==> src/rtl/display_scan_if.sv <==
// Display scan interface: groups the button/blank inputs and the display
// outputs of display_scan_ctrl.
//   i_mode_btn   raw mode push-button (async, active-high)
//   i_blank      synchronous force-all-anodes-off
//   o_digit_sel  digit mux select 0..3
//   o_an         anode enables, active-low
//   o_switch     mux mode select bit
//   o_switch2    mux mode select bit
//   o_mode       00 TIME, 01 DATE, 10 ALARM
//   o_frame_tick one-cycle pulse on digit_sel wrap 3->0
interface display_scan_if;
  logic       i_mode_btn;
  logic       i_blank;
  logic [1:0] o_digit_sel;
  logic [3:0] o_an;
  logic       o_switch;
  logic       o_switch2;
  logic [1:0] o_mode;
  logic       o_frame_tick;

  modport slave (
    input  i_mode_btn, i_blank,
    output o_digit_sel, o_an, o_switch, o_switch2, o_mode, o_frame_tick
  );

  modport master (
    output i_mode_btn, i_blank,
    input  o_digit_sel, o_an, o_switch, o_switch2, o_mode, o_frame_tick
  );
endinterface

==> src/rtl/display_scan_ctrl.sv <==
// Wristwatch 7-segment scan sequencer: digit-scan index, guarded active-low
// anode enables, debounced mode button and TIME/DATE/ALARM mode FSM.
// Ports:
//   clk    system clock
//   rst_n  asynchronous active-low reset
//   bus    display_scan_if.slave (button/blank in, display controls out)
//
// state      | meaning
// -----------+---------------------------------------------
// MODE_TIME  | time shown, switch=1 switch2=0, no timeout
// MODE_DATE  | date shown, switch=0 switch2=0, timeout runs
// MODE_ALARM | alarm shown, switch=1 switch2=1, timeout runs
module display_scan_ctrl #(
  parameter int SCAN_DIV       = 50000,
  parameter int GUARD          = 64,
  parameter int DEB_CYCLES     = 500000,
  parameter int TIMEOUT_FRAMES = 2500
) (
  input  logic          clk,
  input  logic          rst_n,
  display_scan_if.slave bus
);

  localparam int CNT_W = (SCAN_DIV > 1) ? $clog2(SCAN_DIV) : 1;
  localparam int DEB_W = (DEB_CYCLES > 1) ? $clog2(DEB_CYCLES) : 1;
  localparam int TMO_W = (TIMEOUT_FRAMES > 1) ? $clog2(TIMEOUT_FRAMES) : 1;

  localparam logic [CNT_W-1:0] CNT_LAST = CNT_W'(SCAN_DIV - 1);
  localparam logic [CNT_W-1:0] GUARD_V  = CNT_W'(GUARD);
  localparam logic [DEB_W-1:0] DEB_LAST = DEB_W'(DEB_CYCLES - 1);
  localparam logic [TMO_W-1:0] TMO_LAST = TMO_W'(TIMEOUT_FRAMES - 1);

  localparam logic [1:0] MODE_TIME  = 2'b00;
  localparam logic [1:0] MODE_DATE  = 2'b01;
  localparam logic [1:0] MODE_ALARM = 2'b10;

  logic [CNT_W-1:0] r_cnt;
  logic [1:0]       r_digit_sel;
  logic [3:0]       r_an;
  logic             r_frame_tick;
  logic             r_mode_blank;
  logic             r_sync1, r_sync2;
  logic [1:0]       r_fill;
  logic             r_armed;
  logic             r_deb;
  logic [DEB_W-1:0] r_deb_cnt;
  logic [TMO_W-1:0] r_tmo_cnt;
  logic [1:0]       r_mode;
  logic             r_switch, r_switch2;

  logic             w_wrap;
  logic [CNT_W-1:0] w_cnt_nxt;
  logic [1:0]       w_digit_nxt;
  logic             w_mode_blank_nxt;
  logic [3:0]       w_an_nxt;
  logic             w_diff, w_deb_take, w_press;
  logic             w_tmo_hit;
  logic [1:0]       w_mode_nxt;
  logic             w_switch_nxt, w_switch2_nxt;

  // Scan prescaler and digit index
  assign w_wrap      = (r_cnt == CNT_LAST);
  assign w_cnt_nxt   = w_wrap ? '0 : r_cnt + CNT_W'(1);
  assign w_digit_nxt = w_wrap ? r_digit_sel + 2'd1 : r_digit_sel;

  // A mode change blanks the rest of the slot it lands in; a change on the
  // wrap edge blanks the whole new slot.
  assign w_mode_blank_nxt = (w_mode_nxt != r_mode) | (r_mode_blank & ~w_wrap);

  // Anodes are computed from next-state values so the registered output
  // lines up with the cnt/digit_sel of the same cycle.
  assign w_an_nxt = ((w_cnt_nxt >= GUARD_V) && !bus.i_blank && !w_mode_blank_nxt)
                    ? ~(4'b0001 << w_digit_nxt) : 4'b1111;

  always_ff @(posedge clk or negedge rst_n) begin
    if (!rst_n) begin
      r_cnt        <= '0;
      r_digit_sel  <= 2'd0;
      r_frame_tick <= 1'b0;
      r_mode_blank <= 1'b0;
      r_an         <= 4'b1111;
    end else begin
      r_cnt        <= w_cnt_nxt;
      r_digit_sel  <= w_digit_nxt;
      r_frame_tick <= w_wrap && (r_digit_sel == 2'd3);
      r_mode_blank <= w_mode_blank_nxt;
      r_an         <= w_an_nxt;
    end
  end

  // Button path. r_fill marks when r_sync2 holds a real sample; r_armed is set
  // only once the button has actually been seen low, so a button held through
  // reset does not produce a press when it is finally debounced high.
  assign w_diff     = r_sync2 ^ r_deb;
  assign w_deb_take = w_diff && (r_deb_cnt == DEB_LAST);
  assign w_press    = w_deb_take && r_sync2 && r_armed;

  always_ff @(posedge clk or negedge rst_n) begin
    if (!rst_n) begin
      r_sync1   <= 1'b0;
      r_sync2   <= 1'b0;
      r_fill    <= 2'b00;
      r_armed   <= 1'b0;
      r_deb     <= 1'b0;
      r_deb_cnt <= '0;
    end else begin
      r_sync1 <= bus.i_mode_btn;
      r_sync2 <= r_sync1;
      r_fill  <= {r_fill[0], 1'b1};
      if (r_fill[1] && !r_sync2) r_armed <= 1'b1;
      if (!w_diff) begin
        r_deb_cnt <= '0;
      end else if (w_deb_take) begin
        r_deb_cnt <= '0;
        r_deb     <= r_sync2;
      end else begin
        r_deb_cnt <= r_deb_cnt + DEB_W'(1);
      end
    end
  end

  // Timeout: counts frames outside TIME; press clears it and wins over a hit.
  assign w_tmo_hit = ((r_mode == MODE_DATE) || (r_mode == MODE_ALARM)) &&
                     r_frame_tick && (r_tmo_cnt == TMO_LAST);

  always_ff @(posedge clk or negedge rst_n) begin
    if (!rst_n) begin
      r_tmo_cnt <= '0;
    end else if (w_press || (r_mode == MODE_TIME) || w_tmo_hit) begin
      r_tmo_cnt <= '0;
    end else if (r_frame_tick) begin
      r_tmo_cnt <= r_tmo_cnt + TMO_W'(1);
    end
  end

  // Mode FSM: state register
  always_ff @(posedge clk or negedge rst_n) begin
    if (!rst_n) begin
      r_mode    <= MODE_TIME;
      r_switch  <= 1'b1;
      r_switch2 <= 1'b0;
    end else begin
      r_mode    <= w_mode_nxt;
      r_switch  <= w_switch_nxt;
      r_switch2 <= w_switch2_nxt;
    end
  end

  // Mode FSM: next state
  always_comb begin
    w_mode_nxt = r_mode;
    case (r_mode)
      MODE_TIME:  if (w_press) w_mode_nxt = MODE_DATE;
      MODE_DATE:  if (w_press) w_mode_nxt = MODE_ALARM;
                  else if (w_tmo_hit) w_mode_nxt = MODE_TIME;
      MODE_ALARM: if (w_press || w_tmo_hit) w_mode_nxt = MODE_TIME;
      default:    w_mode_nxt = MODE_TIME;
    endcase
  end

  // Mode FSM: output decode, registered together with the mode
  always_comb begin
    w_switch_nxt  = 1'b1;
    w_switch2_nxt = 1'b0;
    case (w_mode_nxt)
      MODE_DATE:  begin w_switch_nxt = 1'b0; w_switch2_nxt = 1'b0; end
      MODE_ALARM: begin w_switch_nxt = 1'b1; w_switch2_nxt = 1'b1; end
      default:    begin w_switch_nxt = 1'b1; w_switch2_nxt = 1'b0; end
    endcase
  end

  assign bus.o_digit_sel  = r_digit_sel;
  assign bus.o_an         = r_an;
  assign bus.o_switch     = r_switch;
  assign bus.o_switch2    = r_switch2;
  assign bus.o_mode       = r_mode;
  assign bus.o_frame_tick = r_frame_tick;

endmodule
==> src/flat_wrapper.sv <==
// flat-port wrapper written by rule: the top's interface ports become plain ports
module display_scan_ctrl_flat 
#(
  parameter int SCAN_DIV       = 50000,
  parameter int GUARD          = 64,
  parameter int DEB_CYCLES     = 500000,
  parameter int TIMEOUT_FRAMES = 2500
)
  (clk, rst_n, bus_i_mode_btn, bus_i_blank, bus_o_digit_sel, bus_o_an, bus_o_switch, bus_o_switch2, bus_o_mode, bus_o_frame_tick);
  display_scan_if bus_i ();
  input  logic clk;
  input  logic rst_n;
  input wire logic [$bits(bus_i.i_mode_btn)-1:0] bus_i_mode_btn;
  input wire logic [$bits(bus_i.i_blank)-1:0] bus_i_blank;
  output wire logic [$bits(bus_i.o_digit_sel)-1:0] bus_o_digit_sel;
  output wire logic [$bits(bus_i.o_an)-1:0] bus_o_an;
  output wire logic [$bits(bus_i.o_switch)-1:0] bus_o_switch;
  output wire logic [$bits(bus_i.o_switch2)-1:0] bus_o_switch2;
  output wire logic [$bits(bus_i.o_mode)-1:0] bus_o_mode;
  output wire logic [$bits(bus_i.o_frame_tick)-1:0] bus_o_frame_tick;
  assign bus_i.i_mode_btn = bus_i_mode_btn;
  assign bus_i.i_blank = bus_i_blank;
  assign bus_o_digit_sel = bus_i.o_digit_sel;
  assign bus_o_an = bus_i.o_an;
  assign bus_o_switch = bus_i.o_switch;
  assign bus_o_switch2 = bus_i.o_switch2;
  assign bus_o_mode = bus_i.o_mode;
  assign bus_o_frame_tick = bus_i.o_frame_tick;
  display_scan_ctrl #(.SCAN_DIV(SCAN_DIV), .GUARD(GUARD), .DEB_CYCLES(DEB_CYCLES), .TIMEOUT_FRAMES(TIMEOUT_FRAMES)) u_core (.clk(clk), .rst_n(rst_n), .bus(bus_i));
endmodule
==> config.mk <==
export PLATFORM = sky130hd
export DESIGN_NAME = display_scan_ctrl_flat
export DESIGN_NICKNAME = d
export VERILOG_FILES = /design/src/rtl/display_scan_if.sv /design/src/rtl/display_scan_ctrl.sv /design/src/flat_wrapper.sv
export SDC_FILE = /design/constraint.sdc
export NUM_CORES = 1
export LEC_CHECK = 0
export CORE_MARGIN = 4
export CORE_UTILIZATION = 55
export DETAILED_ROUTE_END_ITERATION = 16
export PLACE_DENSITY = 0.78
export SYNTH_ARGS = -nofsm -noshare
export SYNTH_HDL_FRONTEND = slang
export SYNTH_SLANG_ARGS = --single-unit
==> constraint.sdc <==
create_clock -name clk -period 3.1 [get_ports clk]
set_input_delay 0.465 -clock clk [delete_from_list [all_inputs] [get_ports clk]]
set_output_delay 0.465 -clock clk [all_outputs]
set_load 0.02 [all_outputs]
==> results.cfg, run 1 <==
[worst_setup_path]
start_kind = register
required_ns = 3.36
r2r_setup_slack_ns = 0.66
r2r_cells = 6
reg2reg_to = u_core.bus.o_an[3]
path_class = register to register
setup.worst_path.end_class = register
arrival_ns = 2.70
worstPathMaxFanout = 8
reg2reg_from = u_core.r_cnt[4]

[die]
die_w_um = 83.5
die_y_um = 83.5
dieArea_mm2 = 0.00697
row_count = 27
fp.coreArea_mm2 = 0.00551
start_util_pct = 56.9
io_pins = 15

[final_layout]
stdcell_count = 404
mostFrequentLayoutCells = dfrtp_1 (60), nor2_1 (49), nand2_1 (25), xor2_1 (24), xnor2_1 (19)
finish.utilization_pct = 64.7
final_common_cell = dfrtp_1
synthToLayoutAreaGrowth_pct = 13.6
finalInstanceArea_mm2 = 0.00356
nets = 340
drive_above_1_share_pct = 10.2
diodes = 0

[power_and_ir_drop]
sw_frac_of_total_pct = 20.2
power_mw = 1.59
combPwrFrac_pct = 2.0
leakage_nw = 1.57
p_int_mw = 1.27
clock_power_share_pct = 44.1
p_per_area_mw_per_mm2 = 447
irDropWorstVdd_v = 0.000219
seqPwrFrac_pct = 53.9
p_switching_uw = 321

[synth]
synthXorXnorAreaFrac_pct = 12.0
synth.area.mux_share_pct = 1.28
netlist_area_mm2 = 0.00314
ys_types = 44
synth.avg_cell_area_um2 = 10.3
synth-compound-area-share_pct = 4.79
yosys_warnings = 0
yosys.area_share.simple_pct = 24.4
synth_seq_cells = 65
synth_fa_ha_area_share_pct = 3.19
synth_edf_count = 0
async_flop_share_pct = 100
syn_inst = 304
synth_top_family_by_area = simple AND/OR/NAND/NOR gates
syn-num-nets = 316
yosysSeqAreaShare_pct = 52.1
ys.flop_type = dfrtp_1

[timing]
tightest_slew_ns = 0.727
slew_violations = 0
rsz0062_at_grt = false
fmax_mhz = 411
hold_ws_ns = 0.0610
clock_skew_ns = 0.00954
tns_ns = 0
finalCriticalPeriod_ns = 2.44
setup_ws_ns = 0.664
period_share_pct = 78.6
hold_violations = 0
relSlewSlack_pct = 51.2
setup_viol = 0

[cts]
clk_path_buf_depth = 2
htreeDepth = 3
cts_sinks = 65
post_cts_resize_count = 0
clk_latency_ns = 0.33
numCtsBuffers = 9
hold_buffers = 0
root_buffer = clkbuf_8
cts_tree = built
clkTransAtPathRegs_ns = 0.07
postCtsSetupBuffers = 0

[drt]
vias = 2222
routed_via_density = 5.50
post-route-drc-count = 0
ant_nets = 0
first_pass_iters = 4
drt-initial-drc-count = 135
wl_per_cell_um = 13.4
routed_wl_um = 5400

[placement]
globalplace.congestion = 0.839
portBuffers = 14
dpl_worst_slack_ns = 0.644
hpwl_um = 3930
placed_area_mm2 = 0.00337
dp_cells = 389

[grt]
antenna_found_initial = 0
grt_pass1_wl_um = 9700
grt_pass1_vias = 2187
grt.total_usage_pct = 17.0
grt_max_degree = 25
grt_overflow = 0

[worst_hold_path]
hp-class = primary input to async pin

[status]
status = complete, no violations

[job]
cap_violations = 0
==> metal layers <==
metal	vias up	GRT usage (%)	part of all wire, %
li1	1091	-	-
met1	1073	22.9	48
met2	45	26.3	46
met3	13	3.75	4.1
met4	0	8.19	2.1
met5	-	0	0
==> Yosys cell counts (3+ instances only) <==
master	n	share of area, %
dfrtp_1	60	48
nor2_1	49	5.9
nand2_1	25	3.0
xor2_1	24	6.7
xnor2_1	19	5.3
nand4_1	14	2.8
inv_1	13	1.6
nand3_1	13	2.1
and3_1	9	1.8
ha_1	8	3.2
nor3_1	6	0.96
dfstp_2	5	4.2
o21ai_0	5	0.80
or3_1	5	1.0
mux2i_1	4	1.3
nor4_1	4	0.80
nor2b_1	3	0.60
o21bai_1	3	0.72
or4_1	3	0.72
==> layout make-up <==
| class | instances | area, um^2 |
|---|---|---|
| Fill cell | 439 | 1950 |
| Sequential cell | 65 | 1630 |
| Multi-Input combinational cell | 222 | 1440 |
| Timing Repair Buffer | 17 | 158 |
| Clock buffer | 12 | 155 |
| Tap cell | 72 | 90.1 |
| Inverter | 13 | 48.8 |
| Clock inverter | 3 | 40.0 |
==> how the worst max path moves through the flow <==
stage / startpoint / to / slack [ns] / depth (start not counted)
floorplan: u_core.r_cnt[4] / u_core.bus.o_an[0] / 0.96 / 6
global placement: u_core.r_cnt[4] / u_core.bus.o_an[3] / 0.78 / 6
detailed placement: u_core.r_cnt[4] / u_core.bus.o_an[3] / 0.64 / 6
CTS: u_core.r_cnt[4] / u_core.bus.o_an[3] / 0.63 / 6
global route: u_core.r_cnt[0] / u_core.bus.o_an[0] / 0.39 / 7
finish: u_core.r_cnt[4] / u_core.bus.o_an[3] / 0.66 / 6
==> worst max-delay path: stages, from the launching register on <==
cell and delay (ns):
dfrtp_1 0.43, or4b_1 0.59, nor4_4 0.46, nor2_1 0.11, a2111oi_2 0.40, nand4b_1 0.22
nand4_1 0.15
==> state kept, by name, indices dropped and copies added (netlist names) <==
signal / count
u_core.bus.o_mode: 2
u_core.bus.o_frame_tick: 1
u_core.r_mode_blank: 1
u_core.bus.o_switch2: 1
u_core.r_cnt: 16
u_core.bus.o_digit_sel: 2
u_core.r_sync2: 1
u_core.r_tmo_cnt: 12
u_core.r_fill: 2
u_core.r_deb_cnt: 19
u_core.bus.o_an: 4
u_core.r_sync1: 1
u_core.bus.o_switch: 1
u_core.r_armed: 1
u_core.r_deb: 1
==> power groups by stage <==
stage | registers, mW | clock network (mW) | logic (mW)
detailed placement | 0.874 | 0 | 0.0333
global placement | 0.874 | 0 | 0.0322
global route | 0.859 | 0.769 | 0.0378
floorplan | 0.873 | 0 | 0.00931
finish | 0.859 | 0.702 | 0.0311
CTS | 0.858 | 0.723 | 0.0331
==> kinds of logic (layout without fill, tap and decap cells) <==
kind of cell	after synthesis	in the layout
AOI/OAI and AO/OA	20	20
xor gates and xnor gates	43	43
adders and majority gates	8	8
buffers and inverters	17	45
DFF	65	65
muxes	4	4
other	1	1
and+or+nand+nor	146	146
(Power assumes the default switching activity.)
==> inputs of run 2 (changes only) <==
--- a/config.mk
+++ b/config.mk
@@ -6,9 +6,9 @@
 export NUM_CORES = 1
 export LEC_CHECK = 0
 export CORE_MARGIN = 4
-export CORE_UTILIZATION = 55
+export CORE_UTILIZATION = 54
 export DETAILED_ROUTE_END_ITERATION = 16
-export PLACE_DENSITY = 0.78
+export PLACE_DENSITY = 0.79
 export SYNTH_ARGS = -nofsm -noshare
 export SYNTH_HDL_FRONTEND = slang
 export SYNTH_SLANG_ARGS = --single-unit
==> constraint.sdc (replaced) <==
create_clock -name clk -period 2.2 [get_ports clk]
set_input_delay 0.33 -clock clk [delete_from_list [all_inputs] [get_ports clk]]
set_output_delay 0.33 -clock clk [all_outputs]
set_load 0.02 [all_outputs]
==> run 2 against run 1 <==
Net effect:
- power increased by 41%
- global-route usage grew 1.1 points
- cell area rose by 6.9%
- clock-buffer cell count up 1
- worst setup slack got worse by 0.59 ns
- core utilization up 3.6 points
- die area up 1.7%
- hold slack improved by 0.29 ns
- final cell count increased by 5.9%
- first-iteration DRC count rose by 16%
- combinational power is 79% higher
- critical endpoint is now u_core.bus.o_an[1]
- largest cell class unchanged
- largest power group unchanged
- highest routed layer unchanged
==> results.cfg, run 2 (synthesis gave the netlist of run 1 again) <==
[status]
status = complete, no violations

[timing]
setup_viol = 0
relSlewSlack_pct = 63.4
fmax_mhz = 470
finalCriticalPeriod_ns = 2.13
hold_violations = 0
tightest_slew_ns = 0.549
period_share_pct = 96.8
slew_violations = 0
clock_skew_ns = 0.00938
rsz0062_at_grt = true

[final_layout]
top_regs = u_core.r_deb_cnt (19), u_core.r_cnt (16), u_core.r_tmo_cnt (12)
largest_register_ffs = 19
mostFrequentLayoutCells = dfrtp_1 (60), nor2_1 (48), nand2_1 (25), xor2_1 (23), buf_4 (22)
synthToLayoutAreaGrowth_pct = 21.4
diodes = 0
finish.utilization_pct = 68.3
final_common_cell = dfrtp_1
drive_above_1_share_pct = 17.7
regMostFlops = u_core.r_deb_cnt
nets = 363
fillers = 407

[die]
io_pins = 15
row_count = 27
start_util_pct = 56.3
dieArea_mm2 = 0.00709
die_y_um = 84.2
die_w_um = 84.2
fp.coreArea_mm2 = 0.00557

[drt]
ant_nets = 0
wl_per_cell_um = 13.9
routed_via_density = 5.40
drt-initial-drc-count = 156
routed_wl_um = 5960
post-route-drc-count = 0
first_pass_iters = 4
vias = 2312

[cts]
root_buffer = clkbuf_8
htreeDepth = 3
cts_sinks = 65
cts_tree = built
numCtsBuffers = 9
clk_latency_ns = 0.34
clk_path_buf_depth = 2
clkTransAtPathRegs_ns = 0.07

[placement]
globalplace.congestion = 0.829
hpwl_um = 4210
portBuffers = 14

[grt]
grt_pass1_vias = 2303
grt_pass1_wl_um = 10200
grt_max_degree = 31
grt.total_usage_pct = 18.2
antenna_found_initial = 0
grt_overflow = 0

[job]
cap_violations = 0

[power_and_ir_drop]
leakage_nw = 1.70
irDropWorstVdd_v = 0.000429
power_mw = 2.24
p_per_area_mw_per_mm2 = 589

[worst_setup_path]
cp_slowest_stage_delay_ns = 0.55
setup.worst_path.end_class = register
required_ns = 2.47
worstPathMaxFanout = 9
slowest_stage = or4b_4
path_class = register to register
cpMostUsedCell = buf_4
cp_top_family = simple AND/OR/NAND/NOR gates
cp_num_buf_inv = 2
path_cells = or4b_4, nor4_4, buf_4, buf_4, a31o_2, nand4b_1, nand4_1
arrival_ns = 2.40
start_kind = register

[worst_hold_path]
hp-class = register to register
-- run 2: cell count changes in the layout (fill, tap and decap cells not counted), sizes merged --
cell / previous run / this run
clkbuf: 12 / 13
dlygate4sd3: 0 / 1
buf: 4 / 26
-- run 2: path summary, 6_finish.rpt --
check / from / endpoint / slack [ns] / depth (start not counted)
max in group asynchronous: rst_n / u_core.bus.o_an[1] / 1.08 / 3
worst max-delay path: u_core.r_cnt[4] / u_core.bus.o_an[1] / 0.07 / 7
worst max register to register: u_core.r_cnt[4] / u_core.bus.o_an[1] / 0.07 / 7
worst min register to register: u_core.r_sync1 / u_core.r_sync2 / 0.35 / 0
worst min-delay path: u_core.r_sync1 / u_core.r_sync2 / 0.35 / 0
min in group asynchronous: rst_n / u_core.r_tmo_cnt[7] / 0.51 / 2
-- run 2: per-stage QoR --
| stage | setup WS (ns) | instances | hold slack, ns | instance area, um^2 | TNS (ns) |
|---|---|---|---|---|---|
| floorplan | 0.0556 | 304 | 0.0344 | 3140 | 0 |
| global placement | 0.0749 | 408 | 0.332 | 3550 | 0 |
| detailed placement | -0.0145 | 408 | 0.336 | 3550 | -0.0329 |
| CTS | 0.000163 | 428 | 0.346 | 3770 | 0 |
| global route | -0.0514 | 428 | 0.367 | 3810 | -0.123 |
| finish | 0.0704 | 428 | 0.347 | 3810 | 0 |
-- run 2: what timing repair did --
| action | 4_1_cts | 5_1_grt |
|---|---|---|
| endpoints found under the hold margin | 21 | 0 |
| setup endpoints to repair | 4 | 6 |
| resized for setup | 0 | 9 |
| hold buffers | 1 | 0 |
| setup buffers | 3 | 0 |
| pin swaps | 7 | 6 |
-- run 2: layer usage --
layer | vias up | track usage, % | routed length, um | part of all wire [%]
met5 | - | 0 | 0 | 0
met2 | 41 | 29.2 | 2840 | 48
met4 | 0 | 10.5 | 155 | 2.6
li1 | 1139 | - | - | -
met3 | 15 | 3.83 | 194 | 3.3
met1 | 1117 | 22.6 | 2770 | 46
-- run 2: where the power goes --
group	switching (mW)	total (mW)	leakage (nW)	internal, mW
registers	0.00603	1.21	0.860	1.20
logic	0.0357	0.0556	0.739	0.0199
clock network	0.426	0.978	0.0974	0.552
total	0.468	2.24	1.70	1.78
-- run 2: cell type report --
class,instances,area [um^2],share of cell area [%]
multi-input cells,222,1480,38.8
inverters,13,48.8,1.28
flip-flops and latches,65,1630,42.9
clock buffers,13,149,3.91
repair buffers,40,370,9.73
well taps,72,90.1,2.37
clock inverters,3,40.0,1.05
-- run 2: worst reg2reg max path: stages (launching register included) --
cell	delay, ns
dfrtp_1	0.38
or4b_4	0.55
nor4_4	0.33
buf_4	0.18
buf_4	0.15
a31o_2	0.11
nand4b_1	0.19
nand4_1	0.17
